## src/rtl/wb_burst_master.sv

```systemverilog
// Purpose : turns a burst command (1..8 beats, read or write) into Wishbone
//           incrementing-burst cycles towards the SDRAM controller slave.
// Latency : read data one clock after each ack; done two clocks after the last ack.
// Backpressure: cmd_ready only in IDLE with sdr_init_done; write beats stall
//           (stb low, cyc held) while wr_valid is low; rd stream has none.
// Ports   : cmd_* command handshake, wr_* write-beat stream, rd_* read-beat
//           stream, done/err completion pulses, wb_* Wishbone master side.
module wb_burst_master #(
    parameter int AW  = 26,
    parameter int DW  = 32,
    parameter int TMO = 256
) (
    input  logic            sys_clk,
    input  logic            RESETN,
    input  logic            sdr_init_done,
    input  logic            cmd_valid,
    output logic            cmd_ready,
    input  logic            cmd_we,
    input  logic [AW-1:0]   cmd_addr,
    input  logic [2:0]      cmd_len,
    input  logic [DW/8-1:0] cmd_sel,
    input  logic            wr_valid,
    output logic            wr_ready,
    input  logic [DW-1:0]   wr_data,
    output logic            rd_valid,
    output logic [DW-1:0]   rd_data,
    output logic            done,
    output logic            err,
    output logic            wb_cyc_i,
    output logic            wb_stb_i,
    output logic            wb_we_i,
    output logic [AW-1:0]   wb_addr_i,
    output logic [DW-1:0]   wb_dat_i,
    output logic [DW/8-1:0] wb_sel_i,
    output logic [2:0]      wb_cti_i,
    input  logic            wb_ack_o,
    input  logic [DW-1:0]   wb_dat_o
);

    typedef enum logic [1:0] {IDLE, LOAD, BEAT, FIN} state_t;

    localparam int          TW      = $clog2(TMO + 1);
    localparam logic [2:0]  CTI_INC = 3'b010;
    localparam logic [2:0]  CTI_END = 3'b111;
    localparam logic [AW-1:0] STEP  = AW'(DW / 8);

    state_t            state_q;
    logic              cyc_q, stb_q, we_q;
    logic [AW-1:0]     addr_q;
    logic [DW-1:0]     dat_q;
    logic [DW/8-1:0]   sel_q;
    logic [2:0]        cti_q;
    logic [2:0]        len_q;
    logic [2:0]        beat_q;
    logic [TW-1:0]     tmo_q;
    logic              rd_valid_q, done_q, err_q;
    logic [DW-1:0]     rd_data_q;

    logic              last_beat;
    logic [2:0]        beat_d;
    logic              take_next;

    assign last_beat = (beat_q == len_q);
    assign beat_d    = beat_q + 3'd1;
    // Next write beat is pulled in the ack cycle so stb stays high across beats.
    assign take_next = (state_q == BEAT) && wb_ack_o && we_q && !last_beat;

    assign cmd_ready = (state_q == IDLE) && sdr_init_done;
    assign wr_ready  = (state_q == LOAD) || take_next;

    always_ff @(posedge sys_clk or negedge RESETN) begin
        if (!RESETN) begin
            state_q    <= IDLE;
            cyc_q      <= 1'b0;
            stb_q      <= 1'b0;
            we_q       <= 1'b0;
            addr_q     <= '0;
            dat_q      <= '0;
            sel_q      <= '0;
            cti_q      <= '0;
            len_q      <= '0;
            beat_q     <= '0;
            tmo_q      <= '0;
            rd_valid_q <= 1'b0;
            rd_data_q  <= '0;
            done_q     <= 1'b0;
            err_q      <= 1'b0;
        end else begin
            rd_valid_q <= 1'b0;
            done_q     <= 1'b0;
            err_q      <= 1'b0;
            case (state_q)
                IDLE: begin
                    if (cmd_valid && cmd_ready) begin
                        we_q   <= cmd_we;
                        addr_q <= cmd_addr;
                        len_q  <= cmd_len;
                        sel_q  <= cmd_sel;
                        beat_q <= '0;
                        tmo_q  <= '0;
                        cti_q  <= (cmd_len == 3'd0) ? CTI_END : CTI_INC;
                        if (cmd_we) begin
                            state_q <= LOAD;
                        end else begin
                            cyc_q   <= 1'b1;
                            stb_q   <= 1'b1;
                            state_q <= BEAT;
                        end
                    end
                end
                LOAD: begin
                    if (wr_valid) begin
                        dat_q   <= wr_data;
                        cyc_q   <= 1'b1;
                        stb_q   <= 1'b1;
                        state_q <= BEAT;
                    end
                end
                BEAT: begin
                    if (wb_ack_o) begin
                        beat_q <= beat_d;
                        addr_q <= addr_q + STEP;
                        tmo_q  <= '0;
                        if (!we_q) begin
                            rd_valid_q <= 1'b1;
                            rd_data_q  <= wb_dat_o;
                        end
                        if (last_beat) begin
                            cyc_q   <= 1'b0;
                            stb_q   <= 1'b0;
                            state_q <= FIN;
                        end else begin
                            cti_q <= (beat_d == len_q) ? CTI_END : CTI_INC;
                            if (we_q) begin
                                if (wr_valid) begin
                                    dat_q <= wr_data;
                                end else begin
                                    // Write data not ready: pause the strobe but keep the cycle open.
                                    stb_q   <= 1'b0;
                                    state_q <= LOAD;
                                end
                            end
                        end
                    end else if (tmo_q == TW'(TMO - 1)) begin
                        // Slave never answered: abandon the rest of the burst.
                        cyc_q   <= 1'b0;
                        stb_q   <= 1'b0;
                        err_q   <= 1'b1;
                        state_q <= IDLE;
                    end else begin
                        tmo_q <= tmo_q + TW'(1);
                    end
                end
                FIN: begin
                    done_q  <= 1'b1;
                    state_q <= IDLE;
                end
                default: state_q <= IDLE;
            endcase
        end
    end

    assign wb_cyc_i  = cyc_q;
    assign wb_stb_i  = stb_q;
    assign wb_we_i   = we_q;
    assign wb_addr_i = addr_q;
    assign wb_dat_i  = dat_q;
    assign wb_sel_i  = sel_q;
    assign wb_cti_i  = cti_q;
    assign rd_valid  = rd_valid_q;
    assign rd_data   = rd_data_q;
    assign done      = done_q;
    assign err       = err_q;

endmodule

```

## config.mk

```make
export PLATFORM = sky130hd
export DESIGN_NAME = wb_burst_master
export DESIGN_NICKNAME = d
export VERILOG_FILES = /design/src/rtl/wb_burst_master.sv
export SDC_FILE = /design/constraint.sdc
export NUM_CORES = 1
export LEC_CHECK = 0
export CAP_MARGIN = 20
export CORE_MARGIN = 2
export CORE_UTILIZATION = 40
export CTS_CLUSTER_SIZE = 10
export DETAILED_ROUTE_END_ITERATION = 10
export HOLD_SLACK_MARGIN = 0.05
export PLACE_DENSITY = 0.77
export SLEW_MARGIN = 0
export SYNTH_ARGS = -nofsm -noshare
export SYNTH_HDL_FRONTEND = slang
export SYNTH_SLANG_ARGS = --single-unit
```

## constraint.sdc

```tcl
create_clock -name sys_clk -period 2.55 [get_ports sys_clk]
set_input_delay 0.765 -clock sys_clk [delete_from_list [all_inputs] [get_ports sys_clk]]
set_output_delay 0.765 -clock sys_clk [all_outputs]
set_load 0.02 [all_outputs]
```

# Word-level counts from Yosys, hierarchy flattened
# Cells that the tools add are included.
classes:
  mux: 49
  n_addsub: 3
  n_bitwise: 1
  eq_ne: 17
  n_reduce_logical: 21
op_table:
  columns: ["operator", "count"]
  rows:
  - ["32-bit two-way mux", 4]
  - ["32-bit case mux with 2 select lines", 1]
  - ["26-bit two-way mux", 2]
  - ["26-bit case mux with 2 select lines", 1]
  - ["9-bit two-way mux", 3]
  - ["26-bit by 3-bit adder with 26-bit output, second input constant", 1]
  - ["3-bit two-way mux", 7]
  - ["9-bit case mux with 2 select lines", 1]
  - ["1-bit two-way mux", 17]
  - ["2-bit two-way mux", 8]
  - ["3-bit case mux with 2 select lines", 2]
  - ["2-bit != test, second input constant", 5]
  - ["9-bit by 1-bit adder with 9-bit output, second input constant", 1]
  - ["9-bit by 8-bit equality test with 1-bit output, second input constant", 1]
  - ["3-bit AND reduction", 3]
  - ["4-bit != test, second input constant", 2]
  - ["2-bit case mux with 4 select lines", 1]
  - ["4-bit AND reduction", 2]
  - ["7-bit AND reduction", 1]
  - ["3-bit equality test", 2]
  - ["3-bit != test, second input constant", 2]
  - ["1-bit case mux with 3 select lines", 2]
  - ["6-bit AND reduction", 1]
  - ["1-bit logical AND", 5]
  - ["other kinds (14)", 16]
word_totals:
  inputBits: 104
  output_inout_bits: 105
  elab_cells: 106
  register_bits: 120

# Logic depth before layout (Yosys ltp)
logic_depth:
  ltp_word: 6
  depth_mapped: 7
  mapped_depth_nobuf: 7

# Worst setup path before layout
# Ideal clock, no wire load.
synth_timing:
  path_type: "input -> output"
  start: "in wb_ack_o"
  end: "out wr_ready"
  path_stages: 6
  n_path_buf: 3
  path_slack_ps: -239
  arrival_ps: 2024
  t_required_ps: 1785
  path_cell_list: "clkbuf_1 -> and3b_1 -> clkbuf_1 -> a31oi_1 -> clkbuf_1 -> inv_1"
synth_via:
  elab_chain_len: 4
synth_rtl:
  columns: ["element", "line_no", "source"]
  rows:
  - ["from (decl)", "36", "input logic wb_ack_o,"]
  - ["1-bit logical AND (3 in a row)", "66", "assign take_next = (state_q == BEAT) && wb_ack_o && we_q && !last_beat;"]
  - ["1-bit logical OR", "69", "assign wr_ready = (state_q == LOAD) || take_next;"]
  - ["to (decl)", "23", "output logic wr_ready,"]
# No other way between the ends.

# Worst setup path after layout
layout_timing:
  start: "reg we_q, in the netlist wb_we_i"
  end: "out wb_we_i"
layout_rtl:
  columns: ["element", "line_no", "source"]
  rows:
  - ["from (decl)", "48", "logic cyc_q, stb_q, we_q;"]
  - ["from (signal assigned)", "95", "we_q <= cmd_we;"]
  - ["to (decl)", "31", "output logic wb_we_i,"]
# No word-level cell between the ends.

==> flow_metrics.tcl <==
set metrics [dict create \
    ys.flop_type "dfrtp_1" \
    crit_buf_inv 1 \
    ys_seq_area_frac 0.537 \
    holdBufCountCts 0 \
    finalHoldViolCount 0 \
    multi_input_area_mm2 0.00246 \
    grt.total_usage 0.224 \
    slew_headroom 0.511 \
    r2r_start "wb_addr_i[6]$_DFFE_PN0P_" \
    die_h_um 122 \
    slew_violations 0 \
    final_common_cell "clkdlybuf4s50_1" \
    synth_top_cell_by_area "dfrtp_1" \
    start_kind "flip-flop" \
    end_kind "output port" \
    postRouteAntennaNets 0 \
    tritoncts "built" \
    ios 209 \
    synth.area.top_cells "dfrtp_1 54%, nand2_1 8.2%, mux2_2 5.9%" \
    ir_drop_mv 0.630 \
    period_share 0.947 \
    drive_gt1_frac 0.138 \
    start_util 0.405 \
    place_hpwl_mm 11.7 \
    synth_edf_count 0 \
    reg2reg_slack_ns 0.43 \
    grt_pass1_vias 5339 \
    antenna_found_initial 0 \
    pre_cts_ws_ns -0.487 \
    grt_first_pass_wirelength_mm 26.2 \
    synthCells 550 \
    firstDrtPassIters 5 \
    status "finished, final reports clean" \
    layout_min_cycle_time_ns 2.41 \
    whs_ns 0.246 \
    core_area_mm2 0.0137 \
    grt_max_degree 41 \
    clk-insertion-delay-late_ns 0.41 \
    rsz0062_at_grt "false" \
    placed_area_mm2 0.00803 \
    ff2ff_path_depth 4 \
    clk_pin_slew_ns 0.05 \
    ys_async_sr_fraction 1.00 \
    nets 880 \
    yosysUniqueCellTypes 60 \
    grt.overflow.total 0 \
    yosys_warnings 0 \
    cp_slowest_stage_delay_ns 0.69 \
    cts_made_buffers 17 \
    fin_area_mm2 0.00874 \
    dieArea_mm2 0.0148 \
    synthDominantCellAreaShare 0.537 \
    portBuffers 208 \
    htree_levels 4 \
    clkSinkCount 119 \
    fillers 1122 \
    drc 0 \
    path_delay_family "buffers and inverters" \
    place_inst 932 \
    powerDensity_mw_per_mm2 1310 \
    die_w_um 122 \
    crit_path_max_fanout 6 \
    diodes 0 \
    worst_clock_skew_ns 0.00760 \
    worstPathRequired_ns 1.79 \
    cap_violations 0 \
    fin_cells 965 \
    final_cell_mix "204 x clkdlybuf4s50_1, 121 x nand2_1, 119 x dfrtp_1, 42 x o22ai_1" \
    cp.arrival_ns 1.65 \
    r2r-end "wb_addr_i[25]$_DFFE_PN0P_" \
    cts_root_buffer "clkbuf_16" \
    timing.final.ws_setup_ns 0.136 \
    ys_ff_latch 119 \
    drt_iter0_drc 397 \
    row_count 43 \
    max_slew.worst_pin.slew_ns 0.726 \
    vias 5281 \
    syn_area_per_cell_um2 10.1 \
    syn_area_mm2 0.00555 \
    cts_buffer_depth 2 \
    drt-total-wl_mm 16.4 \
    areaGrowthSynthToFinish_pct 57.4 \
    routed_via_density 5.47 \
    setup_viol_count_final 0 \
    path_class "flip-flop to output port" \
    gp_congestion 0.864 \
    power.leakage_nw 3.67 \
    post_drt_wl_per_cell_um 17.0 \
    syn_nets 658 \
    max_freq_mhz 414 \
    cp_cell_sequence "clkdlybuf4s50_1" \
    hold_class "input port to async pin" \
    seq_area_mm2 0.00298 \
    crit_slowest_cell "clkdlybuf4s50_1" \
]
state kept, by name (all words and copies together), names as in the netlist:
signal and flops:
wb_stb_i 1, done 1, wb_cti_i 2, state_q 2, wb_we_i 1, wb_dat_i 32, tmo_q 9, wb_cyc_i 1
beat_q 3, rd_valid 1, len_q 3, wb_sel_i 4, err 1, wb_addr_i 26, rd_data 32
layer usage:
layer | vias to the layer above | share of wire | global-route usage
li1 | 2434 | - | -
met1 | 2561 | 0.40 | 0.287
met2 | 256 | 0.49 | 0.364
met3 | 30 | 0.083 | 0.0613
met4 | 0 | 0.020 | 0.0841
met5 | - | 0 | 0
report_power, final:
group | total (mW) | leakage [nW] | switching (mW) | internal, mW
combinational | 5.30 | 1.89 | 2.74 | 2.55
sequential | 3.45 | 1.45 | 0.718 | 2.73
clock | 2.74 | 0.334 | 0.807 | 1.93
cell type report:
type / instances / share of cell area
Multi-Input combinational cell: 386 / 0.281
Timing Repair Buffer: 240 / 0.271
Sequential cell: 119 / 0.341
Tap cell: 180 / 0.0258
Clock inverter: 8 / 0.0218
Inverter: 8 / 0.00344
Clock buffer: 24 / 0.0563
how the worst max path moves through the flow:
| stage | startpoint | end | cells after the start |
|---|---|---|---|
| detailed placement | wb_ack_o | wr_ready | 5 |
| global route | wb_we_i$_DFFE_PN0P_ | wb_we_i | 1 |
| global placement | wb_ack_o | wr_ready | 5 |
| finish | wb_we_i$_DFFE_PN0P_ | wb_we_i | 1 |
| floorplan | wb_ack_o | wr_ready | 6 |
| CTS | beat_q[2]$_DFFE_PN0P_ | wr_ready | 5 |
repair_timing:
item	in CTS	in global routing
pin swaps	1	0
setup buffers	1	0
endpoints found under the hold margin	0	0
gates resized for setup	13	4
gates cloned	0	0
setup endpoints to repair	2	2
kinds of logic after synthesis:
kind of cell / synth area share
buffers and inverters: 0.0331
xor gates and xnor gates: 0.0126
AOI/OAI and AO/OA: 0.140
and+or+nand+nor: 0.191
muxes: 0.0778
DFF: 0.537
adders and majority gates: 0.00902
metrics by stage:
step           power, mW  setup TNS (ns)  utilization
2_1_floorplan       6.18               0            -
3_3_place_gp        8.51          -0.747        0.585
3_5_place_dp        8.69          -0.831        0.585
4_1_cts             11.5               0        0.636
5_1_grt             12.1               0        0.637
6_report            11.5               0        0.637
synthesized netlist by cell type, drive strengths merged, types with 4 or more instances:
library cell	instances
nor2b	4
inv	8
nor2	15
a2bb2oi	7
mux2	33
a31oi	4
xnor2	5
clkbuf	25
and4	5
nand2	121
nand2b	9
mux2i	6
buf	12
nand4	10
or3	4
ha	4
o211ai	4
or4	6
dfrtp	119
nor3	10
nor4	8
a22o	4
o22ai	42
o21ai	11
nand3	11
a21oi	17
Power figures use the tool's default switching activity.
